==> config.mk <==
export PLATFORM = sky130hd
export DESIGN_NAME = score_keeper_flat
export DESIGN_NICKNAME = d
export VERILOG_FILES = /design/src/rtl/game_pkg.sv /design/src/rtl/score_keeper_if.sv /design/src/rtl/score_keeper_score_sat.sv /design/src/rtl/score_keeper.sv /design/src/flat_wrapper.sv
export SDC_FILE = /design/constraint.sdc
export NUM_CORES = 1
export LEC_CHECK = 0
export ABC_AREA = 1
export BUFFER_PORTS_ARGS = -buffer_cell sky130_fd_sc_hd__buf_2
export CORE_ASPECT_RATIO = 1.1
export CORE_MARGIN = 10
export CORE_UTILIZATION = 50
export DETAILED_ROUTE_END_ITERATION = 12
export PLACE_DENSITY = 0.71
export SLEW_MARGIN = 20
export SYNTH_ARGS = -nofsm -noshare
export SYNTH_HDL_FRONTEND = slang
export SYNTH_SLANG_ARGS = --single-unit
==> constraint.sdc <==
create_clock -name clk -period 7 [get_ports clk]
set_input_delay 0.7 -clock clk [delete_from_list [all_inputs] [get_ports clk]]
set_output_delay 0.7 -clock clk [all_outputs]
set_load 0.02 [all_outputs]
==> src/rtl/game_pkg.sv <==
// Shared definitions for the game / end-of-game display slice:
// FSM encoding, score ceiling, view codes and the player-count clamp.
package game_pkg;

    typedef enum logic [1:0] {
        ST_IDLE    = 2'd0,
        ST_PLAY    = 2'd1,
        ST_RESOLVE = 2'd2,
        ST_DONE    = 2'd3
    } state_e;

    localparam int unsigned MAX_SCORE   = 99;
    localparam int unsigned MAX_PLAYERS = 4;

    // View codes understood by the top-level view mux.
    localparam logic [1:0] VIEW_MENU = 2'd0;
    localparam logic [1:0] VIEW_PLAY = 2'd1;
    localparam logic [1:0] VIEW_WIN  = 2'd2;

    localparam logic [2:0] NO_WINNER = 3'd0;

    function automatic logic [2:0] clamp_players(input logic [2:0] n);
        logic [2:0] r;
        r = n;
        if (n == 3'd0) begin
            r = 3'd1;
        end else if (n > 3'(MAX_PLAYERS)) begin
            r = 3'(MAX_PLAYERS);
        end
        return r;
    endfunction

endpackage

==> src/rtl/score_keeper_if.sv <==
// Game-control and end-of-game display bus between the game-play logic
// (master) and score_keeper (slave).
interface score_keeper_if;

    logic       start;
    logic [2:0] player_count_in;
    logic       award_valid;
    logic       award_ready;
    logic [2:0] award_player;
    logic       award_sub;
    logic [3:0] award_pts;
    logic [2:0] player_count;
    logic [6:0] player1_score;
    logic [6:0] player2_score;
    logic [6:0] player3_score;
    logic [6:0] player4_score;
    logic [2:0] winner;
    logic       game_over;
    logic       win_req;

    modport master (
        output start, player_count_in,
        output award_valid, award_player, award_sub, award_pts,
        input  award_ready,
        input  player_count, player1_score, player2_score, player3_score, player4_score,
        input  winner, game_over, win_req
    );

    modport slave (
        input  start, player_count_in,
        input  award_valid, award_player, award_sub, award_pts,
        output award_ready,
        output player_count, player1_score, player2_score, player3_score, player4_score,
        output winner, game_over, win_req
    );

endinterface

==> src/rtl/score_keeper_score_sat.sv <==
// Saturating score update: 7-bit score plus/minus 4-bit points, computed
// 8 bits wide and clamped to 0..MAX_SCORE.
module score_sat
    import game_pkg::*;
(
    input  logic [6:0] score_i,
    input  logic [3:0] pts_i,
    input  logic       sub_i,
    output logic [6:0] score_o
);

    logic [7:0] sum;
    logic [7:0] diff;

    assign sum  = {1'b0, score_i} + {4'b0, pts_i};
    // Score <= 127 and pts <= 15, so bit 7 of the difference flags underflow.
    assign diff = {1'b0, score_i} - {4'b0, pts_i};

    always_comb begin
        if (sub_i) begin
            score_o = diff[7] ? 7'd0 : diff[6:0];
        end else begin
            score_o = (sum > 8'(MAX_SCORE)) ? 7'(MAX_SCORE) : sum[6:0];
        end
    end

endmodule

==> src/rtl/score_keeper.sv <==
// Score keeper: owns player scores, ends the game and picks the winner.
// Optional round limit enabled by defining SCORE_KEEPER_ROUND_LIMIT_EN.
module score_keeper
    import game_pkg::*;
#(
    parameter int unsigned WIN_SCORE  = 30
`ifdef SCORE_KEEPER_ROUND_LIMIT_EN
   ,parameter int unsigned MAX_ROUNDS = 20
`endif
) (
    input logic           clk,
    input logic           rst,
    score_keeper_if.slave bus
);

    state_e          state_q, state_d;
    logic [2:0]      player_count_q, player_count_d;
    logic [3:0][6:0] score_q, score_d;
    logic [2:0]      winner_q, winner_d;
    logic            win_req_q, win_req_d;
    logic [2:0]      scan_idx_q, scan_idx_d;
    logic [2:0]      best_idx_q, best_idx_d;
    logic [6:0]      best_score_q, best_score_d;
`ifdef SCORE_KEEPER_ROUND_LIMIT_EN
    logic [4:0]      round_q, round_d;
`endif

    logic       award_hit;
    logic       player_ok;
    logic [1:0] award_sel;
    logic [6:0] sat_score;
    logic [1:0] scan_sel;
    logic [6:0] scan_score;
    logic       take;
    logic       win_hit;
    logic       round_hit;
    logic       end_hit;

    assign bus.award_ready = (state_q == ST_PLAY);
    assign award_hit       = bus.award_valid && bus.award_ready;
    assign player_ok       = (bus.award_player != 3'd0) && (bus.award_player <= player_count_q);
    assign award_sel       = 2'(bus.award_player - 3'd1);
    assign scan_sel        = 2'(scan_idx_q - 3'd1);
    assign scan_score      = score_q[scan_sel];

    score_sat u_score_sat (
        .score_i (score_q[award_sel]),
        .pts_i   (bus.award_pts),
        .sub_i   (bus.award_sub),
        .score_o (sat_score)
    );

    always_comb begin
        win_hit = 1'b0;
        for (int i = 0; i < 4; i++) begin
            if (32'(score_q[i]) >= WIN_SCORE) begin
                win_hit = 1'b1;
            end
        end
    end

`ifdef SCORE_KEEPER_ROUND_LIMIT_EN
    assign round_hit = (round_q == 5'(MAX_ROUNDS));
`else
    assign round_hit = 1'b0;
`endif
    assign end_hit = win_hit || round_hit;

    always_comb begin
        // NOTE: every combinational output gets a default first so no path
        // through the case leaves it unassigned and infers a latch.
        state_d        = state_q;
        player_count_d = player_count_q;
        score_d        = score_q;
        winner_d       = winner_q;
        win_req_d      = 1'b0;
        scan_idx_d     = scan_idx_q;
        best_idx_d     = best_idx_q;
        best_score_d   = best_score_q;
        take           = 1'b0;
`ifdef SCORE_KEEPER_ROUND_LIMIT_EN
        round_d        = round_q;
`endif

        unique case (state_q)
            ST_IDLE, ST_DONE: begin
                if (bus.start) begin
                    state_d        = ST_PLAY;
                    player_count_d = clamp_players(bus.player_count_in);
                    score_d        = '0;
                    winner_d       = NO_WINNER;
`ifdef SCORE_KEEPER_ROUND_LIMIT_EN
                    round_d        = '0;
`endif
                end
            end

            ST_PLAY: begin
                // An event accepted in the cycle the end condition is seen
                // still lands; the scan then reads the final scores.
                if (award_hit && player_ok) begin
                    score_d[award_sel] = sat_score;
`ifdef SCORE_KEEPER_ROUND_LIMIT_EN
                    round_d            = round_q + 5'd1;
`endif
                end
                if (end_hit) begin
                    state_d      = ST_RESOLVE;
                    scan_idx_d   = 3'd1;
                    best_idx_d   = 3'd1;
                    best_score_d = '0;
                end
            end

            ST_RESOLVE: begin
                // First player seeds the scan; later ones replace only on a
                // strictly greater score so ties keep the lowest index.
                take = (scan_idx_q == 3'd1) || (scan_score > best_score_q);
                if (take) begin
                    best_idx_d   = scan_idx_q;
                    best_score_d = scan_score;
                end
                if (scan_idx_q == player_count_q) begin
                    state_d   = ST_DONE;
                    winner_d  = take ? scan_idx_q : best_idx_q;
                    win_req_d = 1'b1;
                end else begin
                    scan_idx_d = scan_idx_q + 3'd1;
                end
            end

            default: state_d = ST_IDLE;
        endcase
    end

    // NOTE: the scores are a handful of flops, not a RAM, so they are reset
    // along with the rest of the state.
    always_ff @(posedge clk) begin
        if (rst) begin
            state_q        <= ST_IDLE;
            player_count_q <= 3'd1;
            score_q        <= '0;
            winner_q       <= NO_WINNER;
            win_req_q      <= 1'b0;
            scan_idx_q     <= 3'd1;
            best_idx_q     <= 3'd1;
            best_score_q   <= '0;
        end else begin
            // NOTE: non-blocking assignments so every register samples the
            // pre-edge value of every other register.
            state_q        <= state_d;
            player_count_q <= player_count_d;
            score_q        <= score_d;
            winner_q       <= winner_d;
            win_req_q      <= win_req_d;
            scan_idx_q     <= scan_idx_d;
            best_idx_q     <= best_idx_d;
            best_score_q   <= best_score_d;
        end
    end

`ifdef SCORE_KEEPER_ROUND_LIMIT_EN
    always_ff @(posedge clk) begin
        if (rst) begin
            round_q <= '0;
        end else begin
            round_q <= round_d;
        end
    end
`endif

    assign bus.player_count  = player_count_q;
    assign bus.player1_score = score_q[0];
    assign bus.player2_score = score_q[1];
    assign bus.player3_score = score_q[2];
    assign bus.player4_score = score_q[3];
    assign bus.winner        = winner_q;
    assign bus.game_over     = (state_q == ST_DONE);
    assign bus.win_req       = win_req_q;

endmodule

==> src/flat_wrapper.sv <==
// flat-port wrapper written by rule: the top's interface ports become plain ports
module score_keeper_flat import game_pkg::*;
#(
    parameter int unsigned WIN_SCORE  = 30

)
  (clk, rst, bus_start, bus_player_count_in, bus_award_valid, bus_award_player, bus_award_sub, bus_award_pts, bus_award_ready, bus_player_count, bus_player1_score, bus_player2_score, bus_player3_score, bus_player4_score, bus_winner, bus_game_over, bus_win_req);
  score_keeper_if bus_i ();
  input logic clk;
  input logic rst;
  input wire logic [$bits(bus_i.start)-1:0] bus_start;
  input wire logic [$bits(bus_i.player_count_in)-1:0] bus_player_count_in;
  input wire logic [$bits(bus_i.award_valid)-1:0] bus_award_valid;
  input wire logic [$bits(bus_i.award_player)-1:0] bus_award_player;
  input wire logic [$bits(bus_i.award_sub)-1:0] bus_award_sub;
  input wire logic [$bits(bus_i.award_pts)-1:0] bus_award_pts;
  output wire logic [$bits(bus_i.award_ready)-1:0] bus_award_ready;
  output wire logic [$bits(bus_i.player_count)-1:0] bus_player_count;
  output wire logic [$bits(bus_i.player1_score)-1:0] bus_player1_score;
  output wire logic [$bits(bus_i.player2_score)-1:0] bus_player2_score;
  output wire logic [$bits(bus_i.player3_score)-1:0] bus_player3_score;
  output wire logic [$bits(bus_i.player4_score)-1:0] bus_player4_score;
  output wire logic [$bits(bus_i.winner)-1:0] bus_winner;
  output wire logic [$bits(bus_i.game_over)-1:0] bus_game_over;
  output wire logic [$bits(bus_i.win_req)-1:0] bus_win_req;
  assign bus_i.start = bus_start;
  assign bus_i.player_count_in = bus_player_count_in;
  assign bus_i.award_valid = bus_award_valid;
  assign bus_i.award_player = bus_award_player;
  assign bus_i.award_sub = bus_award_sub;
  assign bus_i.award_pts = bus_award_pts;
  assign bus_award_ready = bus_i.award_ready;
  assign bus_player_count = bus_i.player_count;
  assign bus_player1_score = bus_i.player1_score;
  assign bus_player2_score = bus_i.player2_score;
  assign bus_player3_score = bus_i.player3_score;
  assign bus_player4_score = bus_i.player4_score;
  assign bus_winner = bus_i.winner;
  assign bus_game_over = bus_i.game_over;
  assign bus_win_req = bus_i.win_req;
  score_keeper #(.WIN_SCORE(WIN_SCORE)) u_core (.clk(clk), .rst(rst), .bus(bus_i));
endmodule
==> key figures <==
Place
  – GP Congestion: 0.944
  – Dpl ws: 3.04 ns
  – Hpwl dp: 8.35 mm
  – PortBufs: 51

Die
  – Rows: 32
  – Die Y: 108 microns
  – Core area: 0.00697 sq mm
  – # IOs: 52
  – Chip width: 100 microns
  – Starting Density: 0.510
  – Total die area: 0.0109 sq mm

Worst setup path
  – WP depth: 18
  – Most used cell along the critical path: nand2_1
  – Setup CP Type: in -> reg
  – Crit-path slowest cell: ha_1
  – Worst Path Arrival: 3.94 ns
  – Crit. End Element: flop
  – R2r setup slk: 3.65 ns
  – Worst R2R Path Depth: 15
  – CP Max Fanout: 19
  – RR Startpoint: u_core.scan_idx_q[0]$_SDFFE_PP1P_
  – Worst r2r dst: u_core.best_score_q[0]$_SDFFE_PP0P_
  – Worst path bufs/invs: 4
  – Delay-heaviest family, CP: simple AND/OR/NAND/NOR gates
  – CP cell instances: buf_2 > inv_6 > ha_1 > inv_2 > o21ai_0 > o22ai_1 > ha_1 > nor2_1 > nand2_1 > nand2_1 > nand2_1 > nand2_1 > nand3_2 > nor2_1 > inv_1 > nand3_1 > nand3_1 > a21oi_1
  – WP data required: 7.24 ns
  – Largest stage delay on the critical path: 0.44 ns
  – CP startpoint kind: input port

Power
  – Clock power share: 0.182
  – Logic gate share of total power: 0.506
  – Sequential fraction of design power: 0.312
  – Pint: 0.600 mW
  – Net Sw Power: 0.549 mW
  – PwrDens: 291 mW/mm^2
  – Leak: 1.74 nW
  – Net Sw Frac: 0.478
  – Peak supply drop: 179 uV

Yosys
  – Avg Cell Area, Syn: 6.84 sq um
  – Seq cells post-synth: 50
  – Netlist cell types: 38
  – Gate Count Post-Synth: 520
  – Synthesis Warnings: 0
  – Post-Syn Area: 0.00356 sq mm
  – Syn Nets: 565
  – Register area share after synthesis: 0.281

Layout
  – Share of cells above drive strength 1: 0.181
  – Most frequent cells in the layout: nand2_1, inv_1, a21oi_1
  – Antenna Cells: 0
  – Fill cells: 728
  – Most common cell after layout, fill and taps aside: nand2_1
  – Nets@finish: 609
  – Synth-to-layout area growth: 11.1%

Route
  – Routed WL: 10.8 mm
  – Drt pass-1 iters: 5
  – Number of DRC markers in iteration 0: 290
  – Vias: 3699
  – Routed length per placed instance: 16.6 microns
  – Post-route DRC: 0
  – Vias per inst: 5.69
  – Post-route antenna net violation count: 0

Timing
  – RSZ-0062 raised after global routing: no
  – Setup ws final: 3.29 ns
  – Fin Setup TNS: 0 ns
  – Skew final: 0.00798 ns
  – Slew at the pin closest to its max-slew limit: 0.897 ns
  – Fmax: 270 MHz
  – Final Setup Violations: 0
  – Final Hold Fails: 0
  – Final min period: 3.71 ns
  – Slew Limit Fails: 0
  – Worst rel slew slack: 0.402
  – Final hold slack: 0.470 ns
  – Tcrit/Tclk final: 0.530

Clock network
  – Hold_buf cts: 0
  – Clock transition at path regs: 0.09 ns
  – CTS tree: done
  – TritonCTS buffer count: 5
  – Clock Tree Root: clkbuf_8
  – CTS Buffer Depth: 2
  – Clock tree sinks: 50
  – Clock H-tree levels: 2
  – Post_cts resized: 0
  – Clk Latency, worst-skew pair: 0.32 ns
  – Setup Buffers After CTS: 0

Global route
  – Tot GR Track Use: 0.199
  – Vias in the first global route: 3351
  – Largest net degree at the start of global routing: 44
  – GRT Residual Overflow: 0
  – First-pass GRT wire length: 17.6 mm
  – Initial antenna violation count: 0

Hold path
  – Hold path start: u_core.best_score_q[5]$_SDFFE_PP0P_
  – Hold WC Path Type: reg -> reg
  – Worst hold path depth: 2
  – Min-Delay Endpoint: u_core.best_score_q[5]$_SDFFE_PP0P_

Status
  – Outcome: completed

Job
  – Max Cap Violations: 0
[through the flow]
step	power, mW	instances	instance area, sq um	utilization
floorplan	0.778	520	3560	-
global placement	0.928	642	3840	0.551
detailed placement	0.940	642	3840	0.551
CTS	1.15	650	3950	0.567
global route	1.24	650	3950	0.567
finish	1.15	650	3950	0.567
[Yosys cell counts, drive strengths merged]
library cell  instances  area, sq um
xnor2                 3         26.3
buf                   6         47.5
nand2               134          556
nor2                 44          173
o21bai                1         18.8
fa                    2         40.0
a211oi                1         7.51
nand4                 7         50.1
nand3                56          325
o22ai                 7         43.8
o211ai                6         45.0
xor2                  3         26.3
nand3b                1         7.51
nor4                  1         6.26
a21oi                60          327
o21ai                39          210
dfxtp                50         1000
ha                   28          350
nor3b                 1         7.51
a32oi                 1         8.76
nor3                  1         10.0
o21a                  1         7.51
clkbuf                8         30.0
inv                  58          223
o221ai                1         8.76
[worst max-delay path by stage]
stage | startpoint | endpoint | slack [ns]
after floorplan | bus_award_player[0] | u_core.bus.player4_score[0]$_SDFFE_PP0P_ | 3.65
after global placement | bus_award_player[0] | u_core.bus.player1_score[0]$_SDFFE_PP0P_ | 3.14
after detailed placement | bus_award_player[0] | u_core.bus.player2_score[5]$_SDFFE_PP0P_ | 3.04
after CTS | bus_award_player[0] | u_core.bus.player2_score[5]$_SDFFE_PP0P_ | 3.35
after global routing | bus_award_player[0] | u_core.bus.player2_score[5]$_SDFFE_PP0P_ | 2.92
final | bus_award_player[0] | u_core.bus.player2_score[5]$_SDFFE_PP0P_ | 3.29
[per-layer routing]
| layer | track usage | wire [microns] |
|---|---|---|
| met3 | 0.0274 | 567 |
| met4 | 0.0576 | 170 |
| met5 | 0 | 0 |
| met2 | 0.331 | 5320 |
| met1 | 0.261 | 4730 |
[worst min-delay path: cells and delay by family (launching register included)]
family	cells	cell delay [ns]
compound gates	1	0.05
flops	1	0.32
simple gates	1	0.06
[cell type report]
cell class                 instances  area, sq um  share of cell area
inverter                          58          223              0.0564
sequential                        50         1000               0.253
timing repair buffer              51          255              0.0646
tap                               85          106              0.0269
clock inverter                     2         37.5             0.00950
clock buffer                       6         72.6              0.0184
multi-input combinational        398         2250               0.571
[registers in the layout, summed over array words and instances (netlist names)]
name / cells
u_core.bus.winner: 3
u_core.bus.player2_score: 7
u_core.scan_idx_q: 3
u_core.bus.player4_score: 7
u_core.best_idx_q: 3
u_core.bus.player_count: 3
u_core.bus.player1_score: 7
u_core.bus.player3_score: 7
u_core.state_q: 2
u_core.best_score_q: 7
u_core.bus.win_req: 1
[cell families (layout without fill, tap and decap cells)]
| kind of cell | count (synthesis) | after routing | share of synthesized area |
|---|---|---|---|
| compound gates | 117 | 117 | 0.190 |
| xor+xnor | 6 | 6 | 0.0148 |
| fa+ha+maj | 30 | 30 | 0.110 |
| buf+inv | 72 | 117 | 0.0844 |
| flops | 50 | 50 | 0.281 |
| simple gates | 245 | 245 | 0.319 |
[power groups by stage]
| stage | logic (mW) | registers [mW] | clock network [mW] |
|---|---|---|---|
| final | 0.582 | 0.359 | 0.209 |
| after global routing | 0.657 | 0.364 | 0.222 |
| after CTS | 0.578 | 0.358 | 0.211 |
| after detailed placement | 0.576 | 0.364 | 0 |
| after global placement | 0.565 | 0.363 | 0 |
| after floorplan | 0.411 | 0.368 | 0 |
No activity file was read; power rests on OpenSTA's default activity.
